File: src/rtl/inst_fetch_unit.sv
// inst_fetch_unit: owns the PC, fetches from variable-latency instruction memory and
// hands instructions downstream over valid/ready. Optional macro: DELAY_SLOT_EN.
`default_nettype none

module inst_fetch_unit #(
    parameter int                ADDR_W   = 32,
    parameter logic [ADDR_W-1:0] RESET_PC = 32'h0000_0000
) (
    input  logic              clk,
    input  logic              rst,
    output logic              imem_req,
    output logic [ADDR_W-1:0] imem_addr,
    input  logic              imem_ack,
    input  logic [31:0]       imem_rdata,
    output logic [31:0]       ins,
    output logic [ADDR_W-1:0] ins_pc,
    output logic              ins_valid,
    input  logic              ins_ready,
    input  logic              branchC,
    input  logic              zero,
    input  logic [31:0]       branch_imm,
    input  logic              jumpC,
    input  logic [25:0]       jump_label
);

    typedef enum logic [0:0] {
        FETCH = 1'b0,
        DROP  = 1'b1
    } state_t;

    state_t            state_q, state_d;
    logic [ADDR_W-1:0] pc_q, pc_d;
    logic              req_q, req_d;
    logic [ADDR_W-1:0] addr_q, addr_d;
    logic [31:0]       ins_q, ins_d;
    logic [ADDR_W-1:0] ins_pc_q, ins_pc_d;
    logic              valid_q, valid_d;
    logic [31:0]       buf_q, buf_d;
    logic [ADDR_W-1:0] buf_pc_q, buf_pc_d;
    logic              buf_v_q, buf_v_d;
    logic [ADDR_W-1:0] tgt_q, tgt_d;
`ifdef DELAY_SLOT_EN
    logic              pend_q, pend_d;
`endif

    logic              consume, done, in_flight, redir, accept;
    logic [ADDR_W-1:0] pc4, target;
    logic [31:0]       imm_sh;

    assign consume   = valid_q & ins_ready;
    assign done      = req_q & imem_ack;
    assign in_flight = req_q & ~imem_ack;
    assign pc4       = ins_pc_q + ADDR_W'(4);
    assign imm_sh    = branch_imm << 2;
    assign redir     = consume & (state_q == FETCH) & (jumpC | (branchC & zero));
    assign target    = jumpC ? {pc4[ADDR_W-1 -: 4], jump_label, 2'b00} : (pc4 + imm_sh);

    always_comb begin
        state_d  = state_q;
        pc_d     = pc_q;
        req_d    = req_q;
        addr_d   = addr_q;
        ins_d    = ins_q;
        ins_pc_d = ins_pc_q;
        valid_d  = valid_q;
        buf_d    = buf_q;
        buf_pc_d = buf_pc_q;
        buf_v_d  = buf_v_q;
        tgt_d    = tgt_q;
`ifdef DELAY_SLOT_EN
        pend_d   = pend_q;
`endif
        accept   = done & (state_q == FETCH);

        // Output slot is backed by a one-word skid so a request issued on consume never loses data.
        if (consume) begin
            if (buf_v_q) begin
                ins_d    = buf_q;
                ins_pc_d = buf_pc_q;
                buf_v_d  = 1'b0;
            end else begin
                valid_d  = 1'b0;
            end
        end

        if (redir) begin
`ifdef DELAY_SLOT_EN
            // A buffered word is the delay slot, so whatever is in flight is wrong-path.
            if (buf_v_q) accept = 1'b0;
`else
            valid_d = 1'b0;
            buf_v_d = 1'b0;
            accept  = 1'b0;
`endif
        end

        if (accept) begin
            if (valid_d) begin
                buf_d    = imem_rdata;
                buf_pc_d = addr_q;
                buf_v_d  = 1'b1;
            end else begin
                ins_d    = imem_rdata;
                ins_pc_d = addr_q;
                valid_d  = 1'b1;
            end
        end

        if (state_q == DROP) begin
            if (imem_ack) begin
                pc_d    = tgt_q;
                state_d = FETCH;
            end
        end else begin
            if (done) pc_d = pc_q + ADDR_W'(4);
`ifdef DELAY_SLOT_EN
            if (done && pend_q) begin
                pc_d   = tgt_q;
                pend_d = 1'b0;
            end
            if (redir) begin
                if (buf_v_q || done) begin
                    if (in_flight) begin
                        state_d = DROP;
                        tgt_d   = target;
                    end else begin
                        pc_d    = target;
                    end
                end else begin
                    // Delay slot not fetched yet: redirect once it completes.
                    pend_d = 1'b1;
                    tgt_d  = target;
                end
            end
`else
            if (redir) begin
                if (in_flight) begin
                    state_d = DROP;
                    tgt_d   = target;
                end else begin
                    pc_d    = target;
                end
            end
`endif
        end

        if (!in_flight) begin
            addr_d = pc_d;
            req_d  = (state_d == FETCH) && (!valid_q || consume) && !buf_v_d;
        end
    end

    always_ff @(posedge clk or posedge rst) begin
        if (rst) begin
            state_q  <= FETCH;
            pc_q     <= RESET_PC;
            req_q    <= 1'b0;
            addr_q   <= RESET_PC;
            ins_q    <= '0;
            ins_pc_q <= '0;
            valid_q  <= 1'b0;
            buf_q    <= '0;
            buf_pc_q <= '0;
            buf_v_q  <= 1'b0;
            tgt_q    <= '0;
`ifdef DELAY_SLOT_EN
            pend_q   <= 1'b0;
`endif
        end else begin
            state_q  <= state_d;
            pc_q     <= pc_d;
            req_q    <= req_d;
            addr_q   <= addr_d;
            ins_q    <= ins_d;
            ins_pc_q <= ins_pc_d;
            valid_q  <= valid_d;
            buf_q    <= buf_d;
            buf_pc_q <= buf_pc_d;
            buf_v_q  <= buf_v_d;
            tgt_q    <= tgt_d;
`ifdef DELAY_SLOT_EN
            pend_q   <= pend_d;
`endif
        end
    end

    assign imem_req  = req_q;
    assign imem_addr = addr_q;
    assign ins       = ins_q;
    assign ins_pc    = ins_pc_q;
    assign ins_valid = valid_q;

endmodule

`default_nettype wire
File: config.mk
export PLATFORM = sky130hd
export DESIGN_NAME = inst_fetch_unit
export DESIGN_NICKNAME = d
export VERILOG_FILES = /design/src/rtl/inst_fetch_unit.sv
export SDC_FILE = /design/constraint.sdc
export NUM_CORES = 1
export LEC_CHECK = 0
export CAP_MARGIN = 20
export CORE_ASPECT_RATIO = 1.25
export CORE_MARGIN = 2
export CORE_UTILIZATION = 55
export CTS_CLUSTER_DIAMETER = 60
export DETAILED_ROUTE_END_ITERATION = 8
export PLACE_DENSITY_LB_ADDON = 0.05
export SETUP_SLACK_MARGIN = 0.4
export SLEW_MARGIN = 20
export SYNTH_ARGS = -nofsm -noshare
export SYNTH_HDL_FRONTEND = slang
export SYNTH_SLANG_ARGS = --single-unit
File: constraint.sdc
create_clock -name clk -period 8.6 [get_ports clk]
set_clock_uncertainty 0.15 [all_clocks]
set_input_delay 1.29 -clock clk [delete_from_list [all_inputs] [get_ports clk]]
set_output_delay 1.29 -clock clk [all_outputs]
set_load 0.1 [all_outputs]
### Yosys cells after proc, flatten, opt, wreduce, memory -nomap -nowiden

Cells that the tools add are included.

* bitwise logic cells: 11
* mux-type cells: 27
* reduce and logical (&&, ||, !) cells: 7
* $add $sub $neg: 3

Operators by type and width (count)
* $mux W32: 14
* $add A32 B3 Y32 const B: 2
* $add A32 B32 Y32: 1
* $mux W1: 13
* $and A1 B1 Y1: 7
* $not A1 Y1: 3
* $reduce_and A3 Y1: 1
* $logic_and A1 B1 Y1: 2
* $logic_not A1 Y1: 2
* $reduce_and A2 Y1: 1
* $logic_or A1 B1 Y1: 1
* $or A1 B1 Y1: 1

* bits in registers: 228
* logic and storage cells: 59
* output and inout port bits: 98

### Depth between registers and ports, before layout

* word-level depth: 8
* mapped depth: 15
* mapped depth without buffers: 15

### Least setup slack after synthesis

Ideal clock, no wire load.

* path type: reg-to-reg
* from: register ins_pc_q[10], in the netlist ins_pc[10]
* to: register pc_q[31]
* path slack: 4.158 ns
* path buffers: 0
* arrival: 4.165 ns
* library setup time: 0.127 ns
* stages on the path, launching flop included: 14
* path through: dfrtp_1 > nand4_1 > nor4_1 > nand3_1 > xnor2_1 > ha_1 > and2_2 > a21boi_0 > a2111oi_1 > nor2_1 > a221o_1 > a211oi_2 > xnor2_1 > o21ai_1

* word-level cells in the longest chain between the ends: 6

Ends and longest elaborated chain
* start: declaration: line 36 `logic [ADDR_W-1:0] ins_pc_q, ins_pc_d;`
* start signal: assignment: line 175 `ins_pc_q <= ins_pc_d;`
* $add A32 B3 Y32 (*): line 53 `assign pc4 = ins_pc_q + ADDR_W'(4);`
* $add A32 B32 Y32: line 56 `assign target = jumpC ? {pc4[ADDR_W-1 -: 4], jump_label, 2'b00} : (pc4 + imm_sh);`
* $mux W32 (*): line 56
* $mux W32 (*): line 137 `if (in_flight) begin`
* $mux W32 (*): line 136 `if (redir) begin`
* $mux W32 (*): line 109 `if (state_q == DROP) begin`
* net pc_d[31]: line 32 `logic [ADDR_W-1:0] pc_q, pc_d;`
* end signal: assignment: line 171 `pc_q <= pc_d;`
* end: declaration: line 32

The timed path passes the listed nets; every way through them passes the cells marked *.
A chain may end at the register's enable or synchronous reset.

### Worst setup path after layout

* from: register ins_pc_q[3], in the netlist ins_pc[3]
* to: register pc_q[31]

Same word-level chain as after synthesis.

==> results.sh <==
export IMPL_ys_ff_latch=228
export IMPL_fin_crit_ps=4880
export IMPL_async_flop_share_pct=100
export IMPL_synth_compound_area_share_pct=14.0
export IMPL_holdPathStages=2
export IMPL_grt_pass1_vias=10300
export IMPL_synth_nets=1433
export IMPL_io_buffers=192
export IMPL_drive_above_1_share_pct=11.4
export IMPL_grt_antenna_before_repair=0
export IMPL_die_area_um2=24700
export IMPL_start_kind="flop"
export IMPL_track_usage_pct=27.2
export IMPL_swShare_pct=22.7
export IMPL_grt_max_degree=151
export IMPL_hold_viol=0
export IMPL_worstHoldEndpoint="tgt_q[18]"
export IMPL_worstSetupPathType="reg2reg"
export IMPL_nets=1597
export IMPL_r2r_slack_ps=3720
export IMPL_die_h_um=175
export IMPL_yosysUniqueCellTypes=84
export IMPL_end_kind="flop"
export IMPL_cts_sinks=228
export IMPL_synthMuxAreaShare_pct=15.7
export IMPL_drtIter0Drc=557
export IMPL_r2r_cells=14
export IMPL_synth_edf_count=0
export IMPL_combPwrFrac_pct=7.8
export IMPL_ys_flop_type="dfrtp_1"
export IMPL_dpl_cell_area_um2=15000
export IMPL_gp_congestion=0.901
export IMPL_final_antenna_net_count=0
export IMPL_initial_core_util_pct=56.1
export IMPL_intPower_uw=1700
export IMPL_root_buffer="clkbuf_16"
export IMPL_arrival_ps=5070
export IMPL_dpl_hpwl_mm=23.7
export IMPL_path_max_fanout=7
export IMPL_synth_area_um2=12900
export IMPL_cp_num_buf_inv=0
export IMPL_critPathSlowestCell="nor4_1"
export IMPL_synthAdderAreaFrac_pct=3.64
export IMPL_drt_first_pass_iters=5
export IMPL_cts_buffers=22
export IMPL_cp_cell_sequence="ha_1, nand3_1, nor4_1, nand3_1, xnor2_1, ha_1, and2_2, a21boi_0, a2111oi_1, nor2_1, a221o_1, a211oi_2, xnor2_1, o21ai_1"
export IMPL_via_per_inst=5.86
export IMPL_p_leak_uw=0.00759
export IMPL_power_density_nw_per_um2=140
export IMPL_yosys_area_share_simple_pct=14.3
export IMPL_stdcell_area_um2=15700
export IMPL_synth_yosys_seq_area_share_pct=44.2
export IMPL_synth_top_family_by_area="multiplexers"
export IMPL_wl_met3_mm=2.33
export IMPL_worst_ep_required_time_ps=8790
export IMPL_top_layer="met4"
export IMPL_core_area_um2=23000
export IMPL_grt_pass1_wl_mm=53.9
export IMPL_clockPowerShare_pct=43.2
export IMPL_rsz0062_at_grt="false"
export IMPL_max_clock_freq_mhz=205
export IMPL_area_growth_synth_to_final_pct=21.8
export IMPL_tritoncts="built"
export IMPL_r2r_end="pc_q[31]"
export IMPL_diodes=0
export IMPL_met2_length_mm=16.2
export IMPL_cp_top_family="simple AND/OR/NAND/NOR gates"
export IMPL_core_rowCount=62
export IMPL_critPathMaxStageDelay_ps=810
export IMPL_wl_met1_mm=15.0
export IMPL_totalWireLength_mm=34.1
export IMPL_cts_resized=0
export IMPL_synth_area_per_cell_um2=9.95
export IMPL_cap_violations=0
export IMPL_postCtsSetupRepairBufs=0
export IMPL_cts_buffer_depth=3
export IMPL_slew_violations=0
export IMPL_ir_drop_v=0.000183
export IMPL_wl_per_cell_um=19.3
export IMPL_route_vias_total=10300
export IMPL_hold_buffers=0
export IMPL_die_width_um=141
export IMPL_yosys_warnings=0
export IMPL_reg2reg_from="ins_pc[3]"
export IMPL_gr_total_overflow=0
export IMPL_final_util_pct=68.3
export IMPL_io_pins=195
export IMPL_fin_crit_sh_pct=56.7
export IMPL_p_seq_share_pct=49.1
export IMPL_cts_max_level=1
export IMPL_synth_xor_area_share_pct=5.15
export IMPL_slew_headroom_pct=25.6
export IMPL_synth_cells=1299
export IMPL_setup_viol=0
export IMPL_min_from="tgt_q[18]"
export IMPL_clkTransAtPathRegs_ps=60
export IMPL_hold_class="reg2reg"
export IMPL_power_switching_uw=499
export IMPL_setup_tns_final_ps=0
export IMPL_clkLatencyLatePin_ps=510
export IMPL_drc=0
export IMPL_status="finished, final reports clean"
export IMPL_mostFrequentLayoutCells="dfrtp_1, clkdlybuf4s50_1, nand2_1, o21ai_0, mux2i_1"
export IMPL_worst_pin_slew_ps=1110
export IMPL_final_common_cell="dfrtp_1"
## power by group through the flow
stage	clock network (uW)	logic (uW)	registers, uW
floorplan	0	78.3	1110
global placement	0	170	1100
detailed placement	0	169	1100
CTS	969	171	1080
global route	1010	185	1080
finish	950	171	1080
## worst reg2reg max path, cell delays in order (launching register included)
cell and delay, ps:
dfrtp_1 530, ha_1 290, nand3_1 250, nor4_1 810, nand3_1 190, xnor2_1 250, ha_1 330, and2_2 260
a21boi_0 160, a2111oi_1 360, nor2_1 110, a221o_1 330, a211oi_2 350, xnor2_1 220, o21ai_1 110
## registers in the layout, summed over array words and instances, names as in the netlist
signal and flops:
ins_valid 1, buf_pc_q 32, ins 32, imem_req 1
tgt_q 32, state_q 1, pc_q 32, imem_addr 32
buf_q 32, buf_v_q 1, ins_pc 32
## stage by stage
| step | power (uW) | hold slack (ps) | std cells | setup WS [ps] |
|---|---|---|---|---|
| 2_1_floorplan | 1190 | 290 | 1299 | 912 |
| 3_3_place_gp | 1270 | 307 | 1727 | 3870 |
| 3_5_place_dp | 1270 | 310 | 1727 | 3820 |
| 4_1_cts | 2220 | 332 | 1766 | 3770 |
| 5_1_grt | 2270 | 363 | 1766 | 3510 |
| 6_report | 2200 | 326 | 1766 | 3720 |
## synthesized netlist by cell type, types with 11 or more instances
library cell | instances | share of area (%)
ha_1 | 36 | 3.5
mux2_2 | 92 | 8.0
mux2i_1 | 97 | 7.5
nor2_1 | 79 | 2.3
inv_1 | 17 | 0.49
o211ai_1 | 11 | 0.64
dfrtp_1 | 228 | 44
xor2_1 | 31 | 2.1
a31oi_1 | 11 | 0.53
clkbuf_1 | 48 | 1.4
and3_1 | 18 | 0.87
nand2_1 | 190 | 5.5
xnor2_1 | 45 | 3.1
nand4_1 | 14 | 0.68
a21o_1 | 13 | 0.76
nand3_1 | 38 | 1.5
a21oi_1 | 47 | 1.8
nor3_1 | 19 | 0.74
o21ai_0 | 107 | 4.1
## metal layers
metal  vias to the layer above  track usage (%)
met1                      5027             37.1
met4                         0             5.88
li1                       4990                -
met5                         -                0
met2                       280             45.3
met3                        46             5.40
## layout make-up
class | instances | area [um2]
well taps | 288 | 360
clock inverters | 4 | 45.0
clock buffers | 35 | 661
inverters | 18 | 80.1
repair buffers | 207 | 2030
fillers | 1809 | 7310
flip-flops and latches | 228 | 5710
multi-input cells | 986 | 6850
## cells by family (layout without fill, tap and decap cells)
kind of cell    Yosys count  count (layout)
compound gates          279             279
xor+xnor                 76              76
fa+ha+maj                37              37
buf+inv                  85             264
flops                   228             228
mux                     190             190
simple gates            404             404
## worst max path at each step
| stage | from | to | slack, ps | cells after the start |
|---|---|---|---|---|
| global placement | ins_pc[2] | imem_addr[31] | 3870 | 14 |
| CTS | ins_pc[3] | pc_q[31] | 3770 | 14 |
| floorplan | rst | buf_pc_q[0] | 910 | 1 |
| detailed placement | ins_pc[3] | pc_q[31] | 3820 | 14 |
| global route | ins_pc[3] | pc_q[31] | 3510 | 14 |
| finish | ins_pc[3] | pc_q[31] | 3720 | 14 |
Note: power is estimated with default switching activity, not from simulation.
